--- src/rtl/ahb_req_arbiter.sv ---
// ahb_req_arbiter: round-robin arbiter that sequences one single-beat command at a
// time into the ahb_master, returns completion data/status, and aborts stuck transfers.
module ahb_req_arbiter #(
  parameter int NREQ    = 4,
  parameter int TIMEOUT = 16
) (
  input  logic               hclk,
  input  logic               hresetn,
  input  logic [NREQ-1:0]    req,
  input  logic [NREQ-1:0]    req_wr,
  input  logic [NREQ*32-1:0] req_addr,
  input  logic [NREQ*32-1:0] req_dina,
  input  logic [NREQ*32-1:0] req_dinb,
  input  logic [NREQ*2-1:0]  req_sel,
  output logic [NREQ-1:0]    gnt,
  output logic [NREQ-1:0]    ack,
  output logic [31:0]        rsp_rdata,
  output logic               rsp_err,
  output logic               mst_enable,
  output logic               mst_wr,
  output logic [31:0]        mst_addr,
  output logic [31:0]        mst_dina,
  output logic [31:0]        mst_dinb,
  output logic [1:0]         mst_sel,
  input  logic               hreadyout,
  input  logic               hresp,
  input  logic [31:0]        hrdata
);

  // state  | meaning
  // S_IDLE | no transfer, outputs 0, arbitrate on req
  // S_ADDR | command presented to the master for one cycle
  // S_WAIT | waiting for hreadyout, watchdog running
  // S_RESP | one-cycle ack with rsp_rdata/rsp_err to the winner
  typedef enum logic [1:0] {S_IDLE, S_ADDR, S_WAIT, S_RESP} state_t;

  localparam int PTR_W    = (NREQ > 2) ? $clog2(NREQ) : 1;
  localparam int TMR_W    = (TIMEOUT > 1) ? $clog2(TIMEOUT) : 1;
  localparam int TMR_LOAD = (TIMEOUT > 0) ? TIMEOUT - 1 : 0;
  localparam logic [PTR_W:0] NREQ_EXT = (PTR_W+1)'(NREQ);

  state_t             state_q, state_d;
  logic [PTR_W-1:0]   ptr_q, ptr_d;
  logic [PTR_W-1:0]   win_q, win_d;
  logic [TMR_W-1:0]   timer_q, timer_d;

  logic [NREQ-1:0]    req_rot;
  logic               found;
  logic [PTR_W-1:0]   rot_off;
  logic [PTR_W:0]     win_sum;
  logic [PTR_W-1:0]   win_idx;
  logic [PTR_W:0]     ptr_sum;
  logic [PTR_W-1:0]   ptr_nxt;
  logic               timeout_hit;

  logic               cmd_wr;
  logic [31:0]        cmd_addr;
  logic [31:0]        cmd_dina;
  logic [31:0]        cmd_dinb;
  logic [1:0]         cmd_sel;

  logic [NREQ-1:0]    gnt_d;
  logic [NREQ-1:0]    ack_d;
  logic [31:0]        rsp_rdata_d;
  logic               rsp_err_d;
  logic               mst_enable_d;
  logic               mst_wr_d;
  logic [31:0]        mst_addr_d;
  logic [31:0]        mst_dina_d;
  logic [31:0]        mst_dinb_d;
  logic [1:0]         mst_sel_d;

  // Rotate req so bit 0 is the current priority holder, then take the first set bit.
  always_comb begin
    req_rot = NREQ'({req, req} >> ptr_q);
    found   = 1'b0;
    rot_off = '0;
    for (int k = 0; k < NREQ; k++) begin
      if (!found && req_rot[k]) begin
        found   = 1'b1;
        rot_off = PTR_W'(k);
      end
    end
    win_sum = {1'b0, ptr_q} + {1'b0, rot_off};
    if (win_sum >= NREQ_EXT) begin
      win_sum = win_sum - NREQ_EXT;
    end
    win_idx = win_sum[PTR_W-1:0];
  end

  always_comb begin
    cmd_wr   = 1'b0;
    cmd_addr = '0;
    cmd_dina = '0;
    cmd_dinb = '0;
    cmd_sel  = '0;
    for (int k = 0; k < NREQ; k++) begin
      if (win_idx == PTR_W'(k)) begin
        cmd_wr   = req_wr[k];
        cmd_addr = req_addr[32*k +: 32];
        cmd_dina = req_dina[32*k +: 32];
        cmd_dinb = req_dinb[32*k +: 32];
        cmd_sel  = req_sel[2*k +: 2];
      end
    end
  end

  always_comb begin
    ptr_sum = {1'b0, win_q} + (PTR_W+1)'(1);
    ptr_nxt = (ptr_sum >= NREQ_EXT) ? '0 : ptr_sum[PTR_W-1:0];
  end

  // Down-counter loaded in ADDR; reaching zero in WAIT marks the last allowed cycle.
  assign timeout_hit = (TIMEOUT != 0) && (timer_q == '0);

  always_ff @(posedge hclk) begin
    if (!hresetn) begin
      state_q <= S_IDLE;
    end else begin
      state_q <= state_d;
    end
  end

  always_comb begin
    state_d = state_q;
    case (state_q)
      S_IDLE: if (found) state_d = S_ADDR;
      S_ADDR: state_d = S_WAIT;
      S_WAIT: if (hreadyout || timeout_hit) state_d = S_RESP;
      S_RESP: state_d = S_IDLE;
      default: state_d = S_IDLE;
    endcase
  end

  always_comb begin
    gnt_d        = gnt;
    ack_d        = '0;
    rsp_rdata_d  = '0;
    rsp_err_d    = 1'b0;
    mst_enable_d = mst_enable;
    mst_wr_d     = mst_wr;
    mst_addr_d   = mst_addr;
    mst_dina_d   = mst_dina;
    mst_dinb_d   = mst_dinb;
    mst_sel_d    = mst_sel;
    win_d        = win_q;
    ptr_d        = ptr_q;
    timer_d      = timer_q;
    case (state_q)
      S_IDLE: begin
        gnt_d        = '0;
        mst_enable_d = 1'b0;
        mst_wr_d     = 1'b0;
        mst_addr_d   = '0;
        mst_dina_d   = '0;
        mst_dinb_d   = '0;
        mst_sel_d    = '0;
        if (found) begin
          win_d        = win_idx;
          gnt_d        = NREQ'(1) << win_idx;
          mst_enable_d = 1'b1;
          mst_wr_d     = cmd_wr;
          mst_addr_d   = cmd_addr;
          mst_dina_d   = cmd_dina;
          mst_dinb_d   = cmd_dinb;
          mst_sel_d    = cmd_sel;
        end
      end
      S_ADDR: begin
        timer_d = TMR_W'(TMR_LOAD);
      end
      S_WAIT: begin
        // A completion arriving in the watchdog's last cycle takes precedence.
        if (hreadyout || timeout_hit) begin
          ack_d        = gnt;
          gnt_d        = '0;
          rsp_rdata_d  = (hreadyout && !mst_wr) ? hrdata : '0;
          rsp_err_d    = hreadyout ? hresp : 1'b1;
          mst_enable_d = 1'b0;
          mst_wr_d     = 1'b0;
          mst_addr_d   = '0;
          mst_dina_d   = '0;
          mst_dinb_d   = '0;
          mst_sel_d    = '0;
        end else begin
          timer_d = timer_q - TMR_W'(1);
        end
      end
      S_RESP: begin
        ptr_d = ptr_nxt;
      end
      default: begin
        gnt_d        = '0;
        mst_enable_d = 1'b0;
      end
    endcase
  end

  always_ff @(posedge hclk) begin
    if (!hresetn) begin
      ptr_q      <= '0;
      win_q      <= '0;
      timer_q    <= '0;
      gnt        <= '0;
      ack        <= '0;
      rsp_rdata  <= '0;
      rsp_err    <= 1'b0;
      mst_enable <= 1'b0;
      mst_wr     <= 1'b0;
      mst_addr   <= '0;
      mst_dina   <= '0;
      mst_dinb   <= '0;
      mst_sel    <= '0;
    end else begin
      ptr_q      <= ptr_d;
      win_q      <= win_d;
      timer_q    <= timer_d;
      gnt        <= gnt_d;
      ack        <= ack_d;
      rsp_rdata  <= rsp_rdata_d;
      rsp_err    <= rsp_err_d;
      mst_enable <= mst_enable_d;
      mst_wr     <= mst_wr_d;
      mst_addr   <= mst_addr_d;
      mst_dina   <= mst_dina_d;
      mst_dinb   <= mst_dinb_d;
      mst_sel    <= mst_sel_d;
    end
  end

endmodule

--- config.mk ---
export PLATFORM = sky130hd
export DESIGN_NAME = ahb_req_arbiter
export DESIGN_NICKNAME = d
export VERILOG_FILES = /design/src/rtl/ahb_req_arbiter.sv
export SDC_FILE = /design/constraint.sdc
export NUM_CORES = 1
export LEC_CHECK = 0
export ABC_CLOCK_PERIOD_IN_PS = 8400
export CORE_AREA = 4 4 220 222
export DETAILED_ROUTE_END_ITERATION = 7
export DIE_AREA = 0 0 224 226
export PLACE_DENSITY = 0.41
export REMOVE_ABC_BUFFERS = 1
export SYNTH_ARGS = -nofsm -noshare
export SYNTH_HDL_FRONTEND = slang
export SYNTH_SLANG_ARGS = --single-unit
--- constraint.sdc ---
create_clock -name hclk -period 8.4 [get_ports hclk]
set_input_delay 2.1 -clock hclk [delete_from_list [all_inputs] [get_ports hclk]]
set_output_delay 2.1 -clock hclk [all_outputs]
set_load 0.005 [all_outputs]
==> results.sh <==
export IMPL_io_pin_count=577
export IMPL_cts_buffers=17
export IMPL_htreeDepth=4
export IMPL_finalCriticalPeriod_ps=5380
export IMPL_port_buffers=576
export IMPL_design_area_um2=14200
export IMPL_grt_usage_pct=16.1
export IMPL_slew_headroom_pct=29.0
export IMPL_dieArea_um2=50600
export IMPL_max_freq_ghz=0.186
export IMPL_cap_violations=0
export IMPL_clkTransAtPathRegs_ps=70
export IMPL_holdPathStages=2
export IMPL_dp_hpwl_um=31900
export IMPL_pre_cts_slack_ps=2450
export IMPL_hold_class="flip-flop to flip-flop"
export IMPL_internal_power_mw=2.44
export IMPL_syn_inst=707
export IMPL_die_w_um=224
export IMPL_hold_viol=0
export IMPL_max_slew_worst_pin_slew_ps=1060
export IMPL_synthDistinctLibCells=39
export IMPL_p_leak_nw=4.92
export IMPL_ir_drop_uv=168
export IMPL_cts_tree="yes"
export IMPL_ys_warn_count=0
export IMPL_synth_area_leaders="dfxtp_1, mux4_2, nor3_1"
export IMPL_cp_arrival_ps=5760
export IMPL_syn_area_um2=7240
export IMPL_ys_top_cells_by_count="dfxtp_1, nor3_1, clkbuf_1"
export IMPL_synthArstFlopShare_pct=0
export IMPL_required_ps=8780
export IMPL_min_from="mst_addr[17]"
export IMPL_cts_path_max_buffers=2
export IMPL_fin_ws_ps=3020
export IMPL_cts_hold_buf=0
export IMPL_syn_area_per_cell_um2=10.2
export IMPL_synth_seq_cells=151
export IMPL_switching_share_pct=37.7
export IMPL_final_antenna_net_count=0
export IMPL_clock_latency_ps=480
export IMPL_die_y_um=226
export IMPL_setup_worst_path_class="input port to flip-flop"
export IMPL_synth_ff_type="dfxtp_1"
export IMPL_dr_total_vias=8051
export IMPL_wl_per_cell_um=22.8
export IMPL_fin_nets=1683
export IMPL_ff2ff_path_depth=9
export IMPL_dr_pass1_iters=4
export IMPL_status="completed"
export IMPL_cts_resized=0
export IMPL_netlist_area_leader_share_pct=41.8
export IMPL_rr_endpoint="mst_addr[19]"
export IMPL_nFillCells=4834
export IMPL_grt_pass1_vias=8670
export IMPL_rsz0062_at_grt="no"
export IMPL_drc_errors=0
export IMPL_coreArea_um2=46400
export IMPL_grt_start_max_net_pins=65
export IMPL_p_seq_share_pct=29.4
export IMPL_grt_ovfl_total=0
export IMPL_end_kind="flip-flop"
export IMPL_root_buffer="clkbuf_16"
export IMPL_min_to="mst_addr[17]"
export IMPL_ff2ff_setup_slack_ps=4730
export IMPL_layout_drive_gt1_share_pct=7.98
export IMPL_placementRows=79
export IMPL_ys_seq_area_share_pct=41.8
export IMPL_path_max_fanout=25
export IMPL_power_density_nw_per_um2=276
export IMPL_switchingPower_mw=1.48
export IMPL_rr_startpoint="ptr_q[0]"
export IMPL_finalClockSkew_ps=11.5
export IMPL_drt_iter0_drc=299
export IMPL_post_dp_cell_area_um2=13600
export IMPL_yosysTopAreaCell="dfxtp_1"
export IMPL_wl_um=42400
export IMPL_synth_edff_count=0
export IMPL_crit_path_start_kind="input port"
export IMPL_period_share_pct=64.1
export IMPL_antenna_found_initial=6
export IMPL_clkPwrFrac_pct=20.5
export IMPL_synth_most_common_cell="dfxtp_1"
export IMPL_cts_setup_buffers=0
export IMPL_via_per_inst=4.32
export IMPL_setup_viol=0
export IMPL_initial_utilization_pct=15.6
export IMPL_areaGrowthSynthToFinish_pct=95.8
export IMPL_p_comb_share_pct=50.1
export IMPL_maxSlewViolCount=0
export IMPL_routabilityCongestion=0.771
export IMPL_cts_sinks=151
export IMPL_grt_first_pass_wirelength_um=59500
==> worst max-delay path, cell delays in order <==
cell and delay (ps):
clkdlybuf4s50_1 620, nor2_1 80, or4_1 400, o2111ai_1 160, ha_4 190, xor2_1 280, xnor2_2 170, buf_4 430
buf_4 490, mux4_2 560, a22o_1 200
==> flip-flops by register name, summed over array words and instances (netlist names) <==
name,cells
ptr_q,2
rsp_rdata,32
mst_dina,32
gnt,4
rsp_err,1
mst_sel,2
mst_addr,32
mst_wr,1
mst_enable,1
win_q,2
timer_q,4
state_q,2
ack,4
mst_dinb,32
==> layer usage <==
metal	wire [µm]	up-vias	global-route usage, %
met5	13	-	0
met4	691	2	4.87
met3	3640	39	6.34
met2	21400	360	27.8
met1	16600	3835	18.4
li1	-	3815	-
==> layout by cell type, fill, tap and decap left out, types with 3 or more instances in the layout <==
cell | Yosys | routed
clkdlybuf4s50_1 | 0 | 576
dfxtp_1 | 151 | 151
nor3_1 | 105 | 105
nand2_1 | 61 | 61
o221ai_1 | 52 | 52
o31ai_1 | 52 | 52
mux4_2 | 47 | 47
a22o_1 | 47 | 47
and2_1 | 41 | 39
clkbuf_16 | 0 | 17
nor2b_1 | 11 | 11
buf_4 | 1 | 11
nor2_1 | 10 | 10
ha_1 | 7 | 6
clkinvlp_4 | 0 | 5
inv_1 | 4 | 4
mux2i_1 | 6 | 4
inv_6 | 0 | 4
a22oi_1 | 3 | 3
o21ai_0 | 3 | 3
nor4_1 | 3 | 3
a21oi_1 | 3 | 3
nand2b_1 | 3 | 3
a21boi_0 | 3 | 3
clkinv_4 | 0 | 3
==> power by group through the flow <==
stage / sequential (mW) / combinational, mW / clock [mW]
after floorplan: 1.15 / 0.921 / 0
after global placement: 1.16 / 2.01 / 0
after detailed placement: 1.16 / 2.01 / 0
after CTS: 1.15 / 2.01 / 0.846
after global routing: 1.18 / 2.13 / 0.862
final: 1.15 / 1.96 / 0.801
==> how the worst max path moves through the flow <==
stage | to | depth (start not counted) | startpoint
detailed placement | mst_dina[30] | 10 | req[3]
global route | mst_dinb[17] | 11 | req[3]
global placement | mst_dinb[7] | 11 | req[3]
finish | mst_addr[19] | 11 | req[3]
CTS | mst_dina[30] | 10 | req[3]
floorplan | mst_addr[10] | 7 | req[0]
==> final cells by class <==
cell class / count / area [µm²] / share of cell area [%]
antenna: 2 / 5.00 / 0.0353
multi-input combinational: 479 / 3940 / 27.8
clock inverter: 14 / 140 / 0.989
timing repair buffer: 587 / 5850 / 41.3
inverter: 4 / 15.0 / 0.106
clock buffer: 18 / 439 / 3.10
sequential: 151 / 3020 / 21.3
tap: 607 / 759 / 5.36
==> cells by family (layout without fill, tap and decap cells) <==
| group | Yosys count | after routing | share of synthesized area [%] |
|---|---|---|---|
| other cells | 0 | 2 | 0 |
| mux | 53 | 53 | 15.5 |
| xor+xnor | 6 | 6 | 0.726 |
| fa+ha+maj | 7 | 7 | 1.21 |
| simple gates | 238 | 238 | 16.4 |
| compound gates | 175 | 175 | 19.8 |
| buf+inv | 77 | 623 | 4.62 |
| flops | 151 | 151 | 41.8 |
==> per-stage QoR <==
step                power (mW)  hold WS, ps  util, %  instances  setup TNS [ps]
global placement          3.16          436     29.3       1828               0
detailed placement        3.17          439     29.3       1828               0
finish                    3.92          452     30.6       1862               0
CTS                       4.01          456     30.6       1860               0
global route              4.17          475     30.6       1862               0
floorplan                 2.07          449        -        634         -163080
No activity file was read; power rests on OpenSTA's default activity.
==> patch 1: new RTL, config.mk and constraints unchanged <==
The output `rsp_err` loses its register stage (`rsp_err` becomes a continuous assignment). Comments in the files are not updated.
--- a/src/rtl/ahb_req_arbiter.sv
+++ b/src/rtl/ahb_req_arbiter.sv
@@ -204,7 +204,6 @@
       gnt        <= '0;
       ack        <= '0;
       rsp_rdata  <= '0;
-      rsp_err    <= 1'b0;
       mst_enable <= 1'b0;
       mst_wr     <= 1'b0;
       mst_addr   <= '0;
@@ -218,7 +217,6 @@
       gnt        <= gnt_d;
       ack        <= ack_d;
       rsp_rdata  <= rsp_rdata_d;
-      rsp_err    <= rsp_err_d;
       mst_enable <= mst_enable_d;
       mst_wr     <= mst_wr_d;
       mst_addr   <= mst_addr_d;
@@ -228,5 +226,7 @@
     end
   end
 
+  assign rsp_err = rsp_err_d;
+
 endmodule
 
Check against the original RTL: not equivalent (Yosys sat finds a counterexample within 4 cycles, from zero or initial values and one cycle with hresetn low).
==> patch 1 against the unedited design <==
Sequential cell count is 1 lower. Utilization is 0.89 points higher. Critical endpoint is now rsp_err. Critical path depth is 6 lower. Design area is 2.9% higher. Area after synthesis is 7.5% higher. Worst setup slack worse by 0.71 ns. Hold slack better by 0.014 ns. Largest cell class unchanged. Highest routed layer unchanged. Total power is 5.4% higher. Routed wire length is 19% higher. Largest power group unchanged.
==> patch 1: results (changes against the unedited design) <==
Run status
  – Result of the run: completed

Finish
  – Fill cells: 4,923 (+1.8%)
  – Final nets: 1,870 (+11%)
  – Count of non-filler cells in the finished layout: 2,047 (+9.9%)

Placed design
  – Worst setup slack after placement: 2.06 ns (-0.384 ns)
  – RD Place Congestion: 0.875 (+13%)
  – Placed cells: 2,015 (+10%)
  – Cell area after placement: 14,000 µm² (+2.9%)

GRT
  – Met2 global-route usage: 0.341 (+0.0632)
  – Maximum number of pins on one net before global-route repair: 75 (+15%)
  – Met3 global-route usage: 0.0835 (+0.0200)
  – Global-route wire length before repair: 71,400 µm (+20%)
  – Global router's overall resource usage: 0.192 (+0.0306)
  – Vias in the first global route: 10,300 (+18%)

STA
  – Setup clock skew after layout: 0.0142 ns (+0.00272 ns)
  – Worst slew margin relative to its limit: 0.215 (-0.0752)

Power
  – IR Drop Worst-Case VDD: 0.146 mV (-13%)
  – Leakage power total: 5.13 nW (+4.2%)

Critical path
  – Worst endpoint data arrival time: 3.99 ns (-1.77 ns)
  – Largest stage delay on the critical path: 0.54 ns (-0.08 ns)
  – Maximum fanout along the worst path: 7 (-72%)

Detailed routing
  – Wirelength, routed: 50,500 µm (+19%)
  – Detailed Route Iter0 Violations: 485 (+62%)
  – TritonRoute pass-1 iters: 5 (+1)

Synth
  – Leading post-synthesis cells by instance count: 150 x sky130_fd_sc_hd__dfxtp_1, 98 x sky130_fd_sc_hd__nand3_1, 76 x sky130_fd_sc_hd__o21ai_0
  – Sequential area share after synthesis: 0.386 (-0.0315)
  – Top cells by area in the synthesized netlist: sky130_fd_sc_hd__dfxtp_1 39%, sky130_fd_sc_hd__nand3_1 6.3%, sky130_fd_sc_hd__a32o_1 6.0%, sky130_fd_sc_hd__a22oi_1 5.4%, sky130_fd_sc_hd__o22a_1 5.2%
[patch 1: cell types whose count changed after synthesis, moves of 46 or more]
cell                       before  now
sky130_fd_sc_hd__nand3_1        0   98
sky130_fd_sc_hd__nor3_1       105   17
sky130_fd_sc_hd__o21ai_0        3   76
sky130_fd_sc_hd__a22oi_1        3   56
sky130_fd_sc_hd__o221ai_1      52    0
sky130_fd_sc_hd__o31ai_1       52    0
sky130_fd_sc_hd__nor2_1        10   60
sky130_fd_sc_hd__a32o_1         0   47
sky130_fd_sc_hd__mux4_2        47    0
sky130_fd_sc_hd__a22o_1        47    1
sky130_fd_sc_hd__o22a_1         0   46
[patch 1: cells by family after synthesis]
group	synth area share
simple gates	0.181
compound gates	0.347
xor+xnor	0.00225
flops	0.386
fa+ha+maj	0.0113
mux	0.00515
buf+inv	0.0674
[patch 1: final cells by class]
type | instances | area, µm² | share of cell area
timing repair buffer | 591 | 5880 | 0.403
multi-input combinational | 649 | 4280 | 0.293
sequential | 150 | 3000 | 0.206
tap | 607 | 759 | 0.0521
clock buffer | 20 | 447 | 0.0306
clock inverter | 11 | 150 | 0.0103
inverter | 18 | 70.1 | 0.00480
antenna | 1 | 2.50 | 0.000172
[patch 1: final timing paths]
path | startpoint | end | slack (ns) | cells past startpoint
setup / recovery | hreadyout | rsp_err | 2.31 | 5
hold / removal | mst_dinb[11] | mst_dinb[11] | 0.47 | 1
setup reg to reg | ptr_q[0] | mst_dinb[1] | 4.49 | 9
hold reg to reg | mst_dinb[11] | mst_dinb[11] | 0.47 | 1
[patch 1: report_power, final]
group,internal (mW),switching (mW)
combinational,1.04,1.11
clock,0.474,0.359
sequential,0.982,0.162
total,2.50,1.63
[patch 1: worst register-to-register path, cell delays in order, from the launching register on]
cell	delay (ns)
sky130_fd_sc_hd__dfxtp_1	0.42
sky130_fd_sc_hd__or4_1	0.56
sky130_fd_sc_hd__o2111ai_1	0.11
sky130_fd_sc_hd__ha_1	0.24
sky130_fd_sc_hd__xnor2_1	0.18
sky130_fd_sc_hd__o21ai_4	0.40
sky130_fd_sc_hd__nand3_2	0.87
sky130_fd_sc_hd__buf_4	0.52
sky130_fd_sc_hd__o22a_1	0.27
sky130_fd_sc_hd__a32o_1	0.25
[patch 1: layer usage]
layer / part of all wire / vias to the layer above
li1: - / 4566
met1: 0.38 / 4662
met2: 0.51 / 446
met3: 0.092 / 42
met4: 0.019 / 4
met5: 0.00054 / -
==> patch 2: new RTL, config.mk and constraints unchanged <==
Made on the original files. The parameter `TIMEOUT` goes from 16 to 32.
--- a/src/rtl/ahb_req_arbiter.sv
+++ b/src/rtl/ahb_req_arbiter.sv
@@ -2,7 +2,7 @@
 // time into the ahb_master, returns completion data/status, and aborts stuck transfers.
 module ahb_req_arbiter #(
   parameter int NREQ    = 4,
-  parameter int TIMEOUT = 16
+  parameter int TIMEOUT = 32
 ) (
   input  logic               hclk,
   input  logic               hresetn,
Formal check against the unedited RTL: same outputs for any inputs over 4 cycles, from zero or initial values and one cycle with hresetn low; that may be too few to reach the edited logic, so the function may still have changed.
==> patch 2 against the unedited design <==
Total power decreased by 1.3%. Area after synthesis up 4.8%. Cell count is 4.7% higher. Sequential cell count rose by 1. Utilization rose by 0.69 points. Design area is 2.3% higher. Routed wire length rose by 3.5%. Worst setup slack gained 0.12 ns. Critical path depth grew 2.
==> patch 2: results (changes against the unedited design) <==
Clocking
  – Clk_lat worst skew: 0.46 ns (-0.02 ns)

Detailed routing
  – Met1 wire length: 16,900 µm (+1.5%)
  – Routed vias/inst: 4.55 (+5.1%)
  – Met2 Routed Length: 22,600 µm (+5.3%)
  – Detailed Route Iter0 Violations: 471 (+58%)
  – TritonRoute pass-1 iters: 5 (+1)

Run status
  – Result of the run: completed

Power
  – IR Drop Worst-Case VDD: 0.143 mV (-15%)
  – Internal Dissipation: 2.45 mW (+0.36%)

GRT
  – Number of antenna violations at the first check in global routing: 7 (+1)
  – Vias in the first global route: 9,179 (+5.9%)
  – Maximum number of pins on one net before global-route repair: 123 (+89%)
  – Global router's overall resource usage: 0.164 (+0.00275)

Critical path
  – R2r worst-path depth: 13 (+4)
  – Crit-path slowest cell: sky130_fd_sc_hd__or2_4
  – R2r setup slk: 4.92 ns (+0.19 ns)
  – Worst setup path startpoint: req[0]
  – Worst reg2reg endpoint: mst_dina[16]
  – Worst endpoint data arrival time: 5.62 ns (-0.14 ns)

Synth
  – Top cells by area in the synthesized netlist: sky130_fd_sc_hd__dfxtp_1 40%, sky130_fd_sc_hd__mux2i_1 12%, sky130_fd_sc_hd__a32oi_1 11%, sky130_fd_sc_hd__o211ai_1 8.5%, sky130_fd_sc_hd__nand3_1 5.9%
  – Post-Synthesis Cells: 809 (+14%)
  – Sequential area share after synthesis: 0.401 (-0.0166)
  – Yosys cell types: 45 (+15%)

Finish
  – Share of cells above drive strength 1: 0.0403 (-0.0395)
  – Fill cells: 4,859 (+0.52%)
  – Final nets: 1,770 (+5.2%)
  – Count of non-filler cells in the finished layout: 1,950 (+4.7%)

Placed design
  – Placed cells: 1,914 (+4.7%)
  – RD Place Congestion: 0.808 (+4.8%)

Min path
  – Number of instances on the worst hold path: 1 (-1)

STA
  – Worst slew margin relative to its limit: 0.293 (+0.00269)
-- patch 2: changes by cell type in the layout (fill, tap and decap cells not counted), sizes merged, moves of 84 or more --
cell | unedited run | this run
mux2i | 6 | 91
nand3 | 0 | 89
o211ai | 2 | 86
nor3 | 105 | 18
a32oi | 2 | 99
-- patch 2: area by class of cell --
cell class,count,share of cell area
clock buffers,21,0.0311
repair buffers,591,0.408
well taps,607,0.0524
multi-input cells,557,0.284
flip-flops and latches,152,0.210
inverters,7,0.00181
diodes,4,0.000691
clock inverters,11,0.0118
-- patch 2: power by group through the flow --
stage / logic, mW / clock network (mW) / registers, mW
2_1_floorplan: 0.758 / 0 / 1.17
3_3_place_gp: 1.88 / 0 / 1.18
3_5_place_dp: 1.88 / 0 / 1.17
4_1_cts: 1.89 / 0.890 / 1.16
5_1_grt: 1.99 / 0.908 / 1.20
6_report: 1.85 / 0.852 / 1.17
-- patch 2: how the worst min path moves through the flow --
stage	slack [ns]	to	startpoint
floorplan	0.47	win_q[1]	win_q[1]
global placement	0.47	ack[1]	gnt[1]
detailed placement	0.48	mst_dinb[5]	mst_dinb[5]
CTS	0.49	ack[1]	gnt[1]
global route	0.51	ack[3]	gnt[3]
finish	0.49	ack[1]	gnt[1]
-- patch 2: worst reg2reg max path: stages (launching register included) --
cell and delay (ns):
sky130_fd_sc_hd__dfxtp_1 0.54, sky130_fd_sc_hd__nor2_1 0.09, sky130_fd_sc_hd__nand2_1 0.07, sky130_fd_sc_hd__nand3_1 0.08
sky130_fd_sc_hd__o21ai_0 0.09, sky130_fd_sc_hd__nand2_1 0.07, sky130_fd_sc_hd__ha_1 0.18, sky130_fd_sc_hd__xor2_1 0.20
sky130_fd_sc_hd__and3_1 0.19, sky130_fd_sc_hd__buf_4 0.28, sky130_fd_sc_hd__or2_4 0.69, sky130_fd_sc_hd__buf_4 0.58
sky130_fd_sc_hd__a32oi_1 0.19, sky130_fd_sc_hd__o22ai_1 0.14
-- patch 2: logic make-up (layout without fill, tap and decap cells) --
| family | after synthesis | in the layout | synth area share |
|---|---|---|---|
| buffers and inverters | 100 | 630 | 0.0620 |
| XOR/XNOR | 2 | 2 | 0.00231 |
| flip-flops | 152 | 152 | 0.401 |
| AO/OA/AOI/OAI | 236 | 236 | 0.249 |
| multiplexers | 91 | 91 | 0.120 |
| other | 0 | 4 | 0 |
| adder cells (fa/ha/maj) | 8 | 8 | 0.0132 |
| AND/OR/NAND/NOR | 220 | 220 | 0.153 |
-- patch 2: routing by layer --
| layer | track usage | up-vias |
|---|---|---|
| met4 | 0.0519 | 2 |
| met3 | 0.0607 | 43 |
| met5 | 0 | - |
| met1 | 0.185 | 4242 |
| met2 | 0.287 | 356 |
| li1 | - | 4222 |
